**src/rtl/pipelined_adder.sv**
```systemverilog
// Pipelined two's-complement adder/subtractor: one CHUNK-bit lookahead slice per stage,
// registered carry between stages, valid/ready handshake with whole-pipe stall.
module pipelined_adder #(
    parameter int WIDTH = 16,
    parameter int CHUNK = 4
) (
    input  logic             clk,
    input  logic             rst,
    input  logic             in_valid,
    output logic             in_ready,
    input  logic [WIDTH-1:0] a,
    input  logic [WIDTH-1:0] b,
    input  logic             cin,
    input  logic             sub,
    output logic             out_valid,
    input  logic             out_ready,
    output logic [WIDTH-1:0] f,
    output logic             cout,
    output logic             ovf,
    output logic             zero
);
    localparam int STAGES = WIDTH / CHUNK;

    // Returns {carry into slice MSB ^ carry out, carry out, sum slice}.
    function automatic logic [CHUNK+1:0] slice_add(
        input logic [CHUNK-1:0] x,
        input logic [CHUNK-1:0] y,
        input logic             ci
    );
        logic [CHUNK-1:0] g;
        logic [CHUNK-1:0] p;
        logic [CHUNK:0]   c;
        logic             prod;
        g = x & y;
        p = x | y;
        c = '0;
        c[0] = ci;
        // Each carry is a flat sum-of-products of g/p terms, not a ripple of c[i].
        for (int unsigned i = 0; i < CHUNK; i++) begin
            prod = 1'b1;
            c[i+1] = 1'b0;
            for (int unsigned j = 0; j <= i; j++) begin
                c[i+1] = c[i+1] | (g[i-j] & prod);
                prod   = prod & p[i-j];
            end
            c[i+1] = c[i+1] | (prod & ci);
        end
        return {c[CHUNK] ^ c[CHUNK-1], c[CHUNK], x ^ y ^ c[CHUNK-1:0]};
    endfunction

    logic             adv;
    logic [WIDTH-1:0] a_r   [STAGES];
    logic [WIDTH-1:0] b_r   [STAGES];
    logic [WIDTH-1:0] res_r [STAGES];
    logic [WIDTH-1:0] res_n [STAGES];
    logic [STAGES-1:0] vld;
    logic [STAGES-1:0] sub_r;
    logic [STAGES-1:0] cy_r;
    logic [STAGES-1:0] zs_r;
    logic [STAGES-1:0] co_n;
    logic [STAGES-1:0] zs_n;
    logic              ovf_n;
    logic [CHUNK+1:0]  sl;

    assign adv      = !out_valid || out_ready;
    assign in_ready = adv && !rst;

    always_comb begin
        co_n  = '0;
        zs_n  = '0;
        ovf_n = 1'b0;
        sl    = '0;
        for (int unsigned k = 0; k < STAGES; k++) begin
            sl = slice_add(a_r[k][k*CHUNK +: CHUNK],
                           b_r[k][k*CHUNK +: CHUNK] ^ {CHUNK{sub_r[k]}},
                           cy_r[k]);
            res_n[k] = res_r[k];
            res_n[k][k*CHUNK +: CHUNK] = sl[CHUNK-1:0];
            co_n[k] = sl[CHUNK];
            zs_n[k] = zs_r[k] && (sl[CHUNK-1:0] == '0);
            if (k == STAGES - 1) begin
                ovf_n = sl[CHUNK+1];
            end
        end
    end

    always_ff @(posedge clk) begin
        if (rst) begin
            vld       <= '0;
            out_valid <= 1'b0;
            f         <= '0;
            cout      <= 1'b0;
            ovf       <= 1'b0;
            zero      <= 1'b0;
        end else if (adv) begin
            vld[0]   <= in_valid;
            a_r[0]   <= a;
            b_r[0]   <= b;
            sub_r[0] <= sub;
            cy_r[0]  <= cin;
            res_r[0] <= '0;
            zs_r[0]  <= 1'b1;
            for (int unsigned k = 1; k < STAGES; k++) begin
                vld[k]   <= vld[k-1];
                a_r[k]   <= a_r[k-1];
                b_r[k]   <= b_r[k-1];
                sub_r[k] <= sub_r[k-1];
                cy_r[k]  <= co_n[k-1];
                res_r[k] <= res_n[k-1];
                zs_r[k]  <= zs_n[k-1];
            end
            out_valid <= vld[STAGES-1];
            if (vld[STAGES-1]) begin
                f    <= res_n[STAGES-1];
                cout <= co_n[STAGES-1];
                ovf  <= ovf_n;
                zero <= zs_n[STAGES-1];
            end
        end
    end
endmodule
```
**config.mk**
```make
export PLATFORM = sky130hd
export DESIGN_NAME = pipelined_adder
export DESIGN_NICKNAME = d
export VERILOG_FILES = /design/src/rtl/pipelined_adder.sv
export SDC_FILE = /design/constraint.sdc
export NUM_CORES = 1
export LEC_CHECK = 0
export BUFFER_PORTS_ARGS = -buffer_cell sky130_fd_sc_hd__buf_4
export CAP_MARGIN = 30
export CORE_ASPECT_RATIO = 1.1
export CORE_UTILIZATION = 52
export CTS_CLUSTER_DIAMETER = 80
export CTS_CLUSTER_SIZE = 8
export DETAILED_ROUTE_END_ITERATION = 7
export PLACE_DENSITY = 0.75
export SYNTH_ARGS = -nofsm -noshare
export SYNTH_HDL_FRONTEND = slang
export SYNTH_SLANG_ARGS = --single-unit
```
**constraint.sdc**
```tcl
create_clock -name clk -period 8.5 [get_ports clk]
set_input_delay 1.7 -clock clk [delete_from_list [all_inputs] [get_ports clk]]
set_output_delay 1.7 -clock clk [all_outputs]
set_load 0.005 [all_outputs]
```
### Word-level counts from Yosys, hierarchy flattened

Memory sizes are Yosys's and may differ from the RTL's. A register that Yosys moved wholly into a read port is not among the register bits.
Index checks and enable logic that the tools add are counted.

* register bits after elaboration: 35
* memory bits (writable): 192
* output and inout port bits: 21
* logic and storage cells: 154
* memories: 3

* multiplexer cells: 3
* bitwise operators: 126
* reductions and logical operators: 13

Memory list
* a_r: words 4, width 16, rd ports 4, clocked after Yosys merged registers in 0, write ports 4, RTL line 52 `logic [WIDTH-1:0] a_r [STAGES];`
* b_r: words 4, width 16, rd ports 4, clocked after Yosys merged registers in 0, write ports 4, RTL line 53 `logic [WIDTH-1:0] b_r [STAGES];`
* res_r: words 4, width 16, rd ports 4, clocked after Yosys merged registers in 1, write ports 4, RTL line 54 `logic [WIDTH-1:0] res_r [STAGES];`

Operator list (number)
* $and 1x1->1: 64
* $xor 4x4->4: 12
* $or 1x1->1: 40
* $and 4x4->4: 4
* $logic_not 4->1: 4
* $or 4x4->4: 4
* $logic_and 1x1->1: 4
* $reduce_and 2->1: 2
* $mux 1: 3
* $logic_not 1->1: 2
* $logic_or 1x1->1: 1
* $not 1->1: 1
* $xor 1x1->1: 1

### Logic depth before layout (Yosys ltp)

Gate-level depths: netlist (run 1).
An unclocked memory read counts as a cell.

* word-level depth: 10
* depth in mapped cells: 8

### Worst setup path before layout (run 1)

Ideal clock, no wire load.

* kind: input to output
* start: in rst
* end: out in_ready
* arrival: 6.762 ns
* setup slack: 0.038 ns
* stages: 2
* path buffers: 1
* cell sequence: buf_1 nor2_1

* cells in the longest elaborated chain, start to end: 2

RTL lines
* from (decl): RTL line 8 `input logic rst,`
* $logic_not 1->1: RTL line 66 `assign in_ready = adv && !rst;`
* $logic_and 1x1->1: RTL line 66
* to (decl): RTL line 10 `output logic in_ready,`

No other way between the ends.

### Worst setup path in the final report (run 1)

* start: in out_ready
* end: out in_ready

* cells in the longest elaborated chain, start to end: 2

RTL lines
* from (decl): RTL line 16 `input logic out_ready,`
* $logic_or 1x1->1: RTL line 65 `assign adv = !out_valid || out_ready;`
* $logic_and 1x1->1: RTL line 66

No other way between the ends.

==> results of run 1 <==
==> critical path: stages <==
cell     delay [ps]
buf_4           110
nor2b_1         380
nor2_4           30
buf_4           290
buf_4           220
==> final timing paths <==
check        slack (ps)  depth (start not counted)          end        start
min reg2reg         410                          0  res_r[3][4]  res_r[2][4]
min                 410                          0  res_r[3][4]  res_r[2][4]
max reg2reg        6180                          8      zs_r[2]     sub_r[1]
max                4060                          5     in_ready    out_ready
==> metrics by stage <==
| step | hold slack (ps) | cells |
|---|---|---|
| 6_report | 413 | 596 |
| 4_1_cts | 415 | 596 |
| 2_1_floorplan | 400 | 369 |
| 3_5_place_dp | 405 | 564 |
| 5_1_grt | 418 | 596 |
| 3_3_place_gp | 402 | 564 |
==> flip-flops by register name (all words and copies together) (netlist names) <==
register,cells
vld,4
b_r,40
zero,1
zs_r,3
ovf,1
res_r,24
a_r,40
out_valid,1
cout,1
cy_r,4
sub_r,4
f,16
==> layout make-up <==
cell class	instances	area, um2	area share
Multi-Input combinational cell	184	1370	0.205
Sequential cell	139	3930	0.590
Clock inverter	7	46.3	0.00694
Clock buffer	25	538	0.0807
Tap cell	140	175	0.0263
Timing Repair Buffer	60	450	0.0676
Inverter	41	154	0.0231
==> cell usage after synthesis, types with 2 or more instances <==
| cell | count | area (um2) |
|---|---|---|
| nor3b_1 | 2 | 15.0 |
| nor4_1 | 3 | 18.8 |
| a211oi_1 | 2 | 15.0 |
| and3b_1 | 2 | 17.5 |
| and2_1 | 2 | 12.5 |
| ha_1 | 34 | 425 |
| o21ai_0 | 5 | 25.0 |
| xor2_1 | 20 | 175 |
| nor2_1 | 14 | 52.6 |
| o21bai_1 | 4 | 30.0 |
| o211a_1 | 2 | 20.0 |
| nand3_1 | 3 | 15.0 |
| nor2b_1 | 3 | 18.8 |
| nand2b_1 | 6 | 37.5 |
| a21oi_1 | 26 | 130 |
| buf_2 | 2 | 10.0 |
| edfxtp_1 | 115 | 3450 |
| nand2_1 | 38 | 143 |
| fa_1 | 4 | 80.1 |
| xnor2_1 | 5 | 43.8 |
| clkbuf_1 | 2 | 7.51 |
| dfxtp_1 | 24 | 480 |
| inv_1 | 41 | 154 |
==> power by group <==
group / switching (W) / total (W) / internal [W] / leakage [nW]
logic: 0.0000623 / 0.000114 / 0.0000521 / 1.10
clock network: 0.000260 / 0.000695 / 0.000435 / 0.295
registers: 0.0000163 / 0.000810 / 0.000794 / 1.32
==> logic make-up (layout without fill, tap and decap cells) <==
kind of cell | count (synthesis) | in the layout | share of synthesized area
AND/OR/NAND/NOR | 77 | 77 | 0.0659
buffers and inverters | 46 | 133 | 0.0320
XOR/XNOR | 25 | 25 | 0.0400
flip-flops | 139 | 139 | 0.719
AO/OA/AOI/OAI | 44 | 44 | 0.0505
adder cells (fa/ha/maj) | 38 | 38 | 0.0924
==> per-layer routing <==
layer  part of all wire  up-vias  track usage
met4              0.019        0       0.0914
met3              0.046       10       0.0483
li1                   -     1423            -
met2               0.49       66        0.230
met1               0.45     1295        0.157
met5                  0        -            0
==> summary.txt, run 1 <==
outcome -> finished, final reports clean
worst-case vdd ir drop -> 0.138 mV
number of nets in the layout -> 519
gr ovfl total -> 0
unrepaired setup endpoints after global routing -> false
setup slack at placement -> 4040 ps
sum of negative setup slack -> 0 ps
number of buffers inserted by post-CTS setup repair -> 0
Least-Margin Pin Slew -> 886 ps
gate count after technology mapping -> 369
post-placement cell area -> 6080 um2
total of flip-flops plus latches after synthesis -> 139
netlist area before placement -> 5470 um2
final hold violations -> 0
most common flop cell mapped by yosys -> edfxtp_1
final critical-path required period -> 4440 ps
via count of the first global-routing pass -> 2,644
data arrival time of the critical path -> 2740 ps
effective utilization at floorplan -> 0.545
Total Die Area -> 10,900 um2
antenna-violating nets left -> 0
clock tree from TritonCTS -> built
TritonCTS Buffers -> 17
core area -> 10,000 um2
most common cell after layout, fill and taps aside -> edfxtp_1
element type at the critical path end -> output port
clock tree sinks -> 139
I/O pins -> 59
final std cell area, no fill -> 6670 um2
Power, Total -> 0.00162 W
H-tree depth reported by CTS -> 4
Final setup viols -> 0
Die X-Extent -> 99.8 um
Routed WL per cell -> 11.3 um
critical path class -> in2out
CP Data Required Time -> 6800 ps
DIE HEIGHT -> 110 um
async set-or-reset flop fraction in the synthesized netlist -> 0
number of warnings printed during yosys synthesis -> 0
worst-case clock buffer depth -> 2
gpl congestion -> 0.729
Total GRT Usage -> 0.140
share of the clock period used by the worst path after layout -> 0.522
EDFF count, synth -> 115
maximum number of pins on one net before global-route repair -> 77
post-route core utilization -> 0.665
class of the tightest hold or removal check -> reg2reg
Worst-Skew Late Latency -> 510 ps
HPWL after detailed placement -> 4.45 mm
CTS root buf -> clkbuf_8
cell row count -> 38
most used cells in the layout excluding fill and tap cells -> 115 x edfxtp_1, 60 x buf_4, 41 x inv_1, 38 x nand2_1, 34 x ha_1
type of element launching the critical path -> primary input
wire length of the first global-routing pass -> 11.3 mm
wire length reported by the detailed router -> 6.75 mm
share of the yosys chip area belonging to registers -> 0.719
number of resized instances in the post-cts repair step -> 0
n_diodes -> 0
Peak Freq -> 225 MHz
count of fill cells added during filler insertion -> 673
synthesized net count -> 445
maximum capacitance violations -> 0
total count of max-transition violations in the final report -> 0
antenna violations before repair -> 0
Max-Slew Margin vs Limit -> 0.409
leakage dissipation -> 2.71 nW
layout cell share with drive strength beyond 1 -> 0.211
vias after detailed routing -> 2,794
biggest fanout along the worst timing path -> 41
drc violations -> 0
final worst-path setup slack -> 4060 ps
hold-fix buffer count after cts -> 0
number of different library cells in the post-synthesis netlist -> 33
first-pass iteration count of the detailed router -> 4
average via count per standard cell -> 4.69
PD cells -> 243 nW/um2
initial drt markers -> 101
synthesis-to-layout area growth -> 21.9%
register clock-pin slew on the reported worst setup and hold paths -> 60 ps
number of buffers inserted by port buffering -> 58
post-synthesis area per instance -> 14.8 um2
clock tree skew after final layout -> 7.39 ps
Note: power is estimated with default switching activity, not from simulation.
==> inputs of run 2 (changes only) <==
clock period = 4 ns   (was 8.5 ns; I/O delays follow)
==> run 2 against run 1 <==
  * Sequential share of layout area decreased by 0.18 points
  * First-iteration DRC count decreased by 6.9%
  * Non-clock buffer count fell by 1
  * Worst setup slack worse by 2400 ps
  * Routed wire length rose by 2.5%
  * Utilization is 0.20 points higher
  * Largest cell class unchanged
==> summary.txt, run 2 (same netlist as run 1, synthesis figures left out) <==
antenna violations before repair -> 0 (unchanged)
clock tree sinks -> 139 (unchanged)
worst-case clock buffer depth -> 2 (unchanged)
launching point of the worst reg2reg path -> sub_r[1] (unchanged)
number of cells traversed by the worst register-to-register path -> 8 (unchanged)
vias after detailed routing -> 2,789 (was 2,794)
Worst-Skew Late Latency -> 510 ps (about the same)
critical path class -> in2out (unchanged)
unrepaired setup endpoints after global routing -> false (unchanged)
clock tree from TritonCTS -> built (unchanged)
met3 wirelength from detailed routing -> 332 um (was 312 um)
final worst hold slack -> 414 ps (was 413 ps)
maximum capacitance violations -> 0 (unchanged)
detailed-routed wire length on met2 -> 3.34 mm (was 3.30 mm)
wire length of the first global-routing pass -> 11.5 mm (was 11.3 mm)
Max-Slew Margin vs Limit -> 0.562 (was 0.409)
type of element launching the critical path -> primary input (unchanged)
layout cell share with drive strength beyond 1 -> 0.211 (about the same)
Routed WL per cell -> 11.6 um (was 11.3 um)
reg-to-reg critical path endpoint -> zs_r[2] (unchanged)
Final setup viols -> 0 (unchanged)
final hold violations -> 0 (unchanged)
element type at the critical path end -> output port (unchanged)
relative contribution of combinational cells to total power -> 0.071 (about the same)
via count of the first global-routing pass -> 2,741 (was 2,644)
worst-case vdd ir drop -> 0.386 mV (was 0.138 mV)
PD cells -> 527 nW/um2 (was 243 nW/um2)
initial drt markers -> 94 (was 101)
effective utilization at floorplan -> 0.545 (unchanged)
CP Data Required Time -> 3200 ps (was 6800 ps)
maximum number of pins on one net before global-route repair -> 116 (was 77)
share of the clock period used by the worst path after layout -> 0.596
total count of max-transition violations in the final report -> 0 (unchanged)
Total Die Area -> 10,900 um2 (unchanged)
HPWL after detailed placement -> 4.54 mm (was 4.45 mm)
internal portion of total power -> 0.00276 W (was 0.00128 W)
number of nets in the layout -> 518 (was 519)
number of buffers inserted by post-CTS setup repair -> 0 (unchanged)
I/O pins -> 59 (unchanged)
synthesis-to-layout area growth -> 22.2% (was 21.9%)
TritonCTS Buffers -> 17 (unchanged)
Die X-Extent -> 99.8 um (unchanged)
core area -> 10,000 um2 (unchanged)
outcome -> finished, final reports clean (unchanged)
class of the tightest hold or removal check -> reg2reg (unchanged)
leakage dissipation -> 2.70 nW (was 2.71 nW)
register clock-pin slew on the reported worst setup and hold paths -> 60 ps (about the same)
endpoint with the worst hold slack -> a_r[1][15] (was res_r[3][4])
biggest fanout along the worst timing path -> 6 (was 41)
data arrival time of the critical path -> 1590 ps (was 2740 ps)
final critical-path required period -> 2390 ps
drc violations -> 0 (unchanged)
Peak Freq -> 419 MHz
clock tree skew after final layout -> 6.10 ps (was 7.39 ps)
Min-Delay Startpoint -> a_r[0][15] (was res_r[2][4])
antenna-violating nets left -> 0 (unchanged)
first-pass iteration count of the detailed router -> 4 (unchanged)
wire length reported by the detailed router -> 6.91 mm (was 6.75 mm)
FF-to-FF setup slack -> 1690 ps (was 6180 ps)
sum of negative setup slack -> 0 ps (unchanged)
Min-Delay Path Depth -> 0 (unchanged)
H-tree depth reported by CTS -> 4 (unchanged)
part of the power in registers -> 0.489 (was 0.500)
Total GRT Usage -> 0.143 (was 0.140)
hold-fix buffer count after cts -> 0 (unchanged)
n_diodes -> 0 (unchanged)
Switching Power -> 0.000763 W (was 0.000338 W)
top layer used by detailed routing -> met4 (unchanged)
largest registers -> a_r: 40 flops, b_r: 40 flops, res_r: 24 flops (unchanged)
CTS root buf -> clkbuf_8 (unchanged)
post-placement cell area -> 6090 um2 (was 6080 um2)
cell row count -> 38 (unchanged)
Least-Margin Pin Slew -> 656 ps (was 886 ps)
share of power burned in the clock network -> 0.441 (was 0.429)
most common cell after layout, fill and taps aside -> edfxtp_1 (unchanged)
most used cells in the layout excluding fill and tap cells -> 115 x edfxtp_1, 58 x buf_4, 41 x inv_1, 38 x nand2_1, 34 x ha_1 (was 115 x edfxtp_1, 60 x buf_4, 41 x inv_1, 38 x nand2_1, 34 x ha_1)
number of resized instances in the post-cts repair step -> 0 (unchanged)
number of buffers inserted by port buffering -> 58 (unchanged)
gr ovfl total -> 0 (unchanged)
DIE HEIGHT -> 110 um (unchanged)
average via count per standard cell -> 4.69 (about the same)
final std cell area, no fill -> 6690 um2 (was 6670 um2)
sw frac -> 0.217 (was 0.209)
gpl congestion -> 0.740 (was 0.729)
detailed-route wire length on metal 1 -> 3.09 mm (was 3.00 mm)
==> run 2: layer usage <==
layer | up-vias | track usage
met5 | - | 0
met4 | 0 | 0.0693
met3 | 13 | 0.0661
met2 | 70 | 0.242
met1 | 1279 | 0.152
li1 | 1427 | -
==> run 2: area by class of cell <==
type | instances | area [um2]
Clock buffer | 17 | 414
Multi-Input combinational cell | 184 | 1370
Inverter | 41 | 154
Fill cell | 712 | 3350
Timing Repair Buffer | 59 | 455
Tap cell | 140 | 175
Clock inverter | 15 | 185
Sequential cell | 139 | 3930
==> run 2: worst max path at each step <==
stage,start,to
after global routing,sub_r[1],zs_r[2]
final,out_ready,in_ready
after CTS,out_valid,in_ready
after floorplan,rst,in_ready
after global placement,out_ready,in_ready
after detailed placement,out_ready,in_ready
==> run 2: power groups by stage <==
stage	Clock [W]	Combinational [W]	Sequential, W
2_1_floorplan	0	0.000172	0.00174
3_3_place_gp	0	0.000236	0.00175
3_5_place_dp	0	0.000250	0.00175
4_1_cts	0.00159	0.000253	0.00172
5_1_grt	0.00164	0.000283	0.00173
6_report	0.00155	0.000248	0.00172
==> run 2: stage by stage <==
step | setup slack [ps] | total power (W) | cells | util
finish | 1610 | 0.00352 | 595 | 0.667
global route | 1470 | 0.00366 | 595 | 0.667
CTS | 1580 | 0.00356 | 595 | 0.667
detailed placement | 1610 | 0.00200 | 563 | 0.607
global placement | 1640 | 0.00198 | 563 | 0.607
floorplan | 444 | 0.00192 | 369 | -
==> run 2: worst max-delay path: stages <==
cell     delay (ps)
buf_4           110
nor2b_1         410
nor2_4          100
buf_4           160
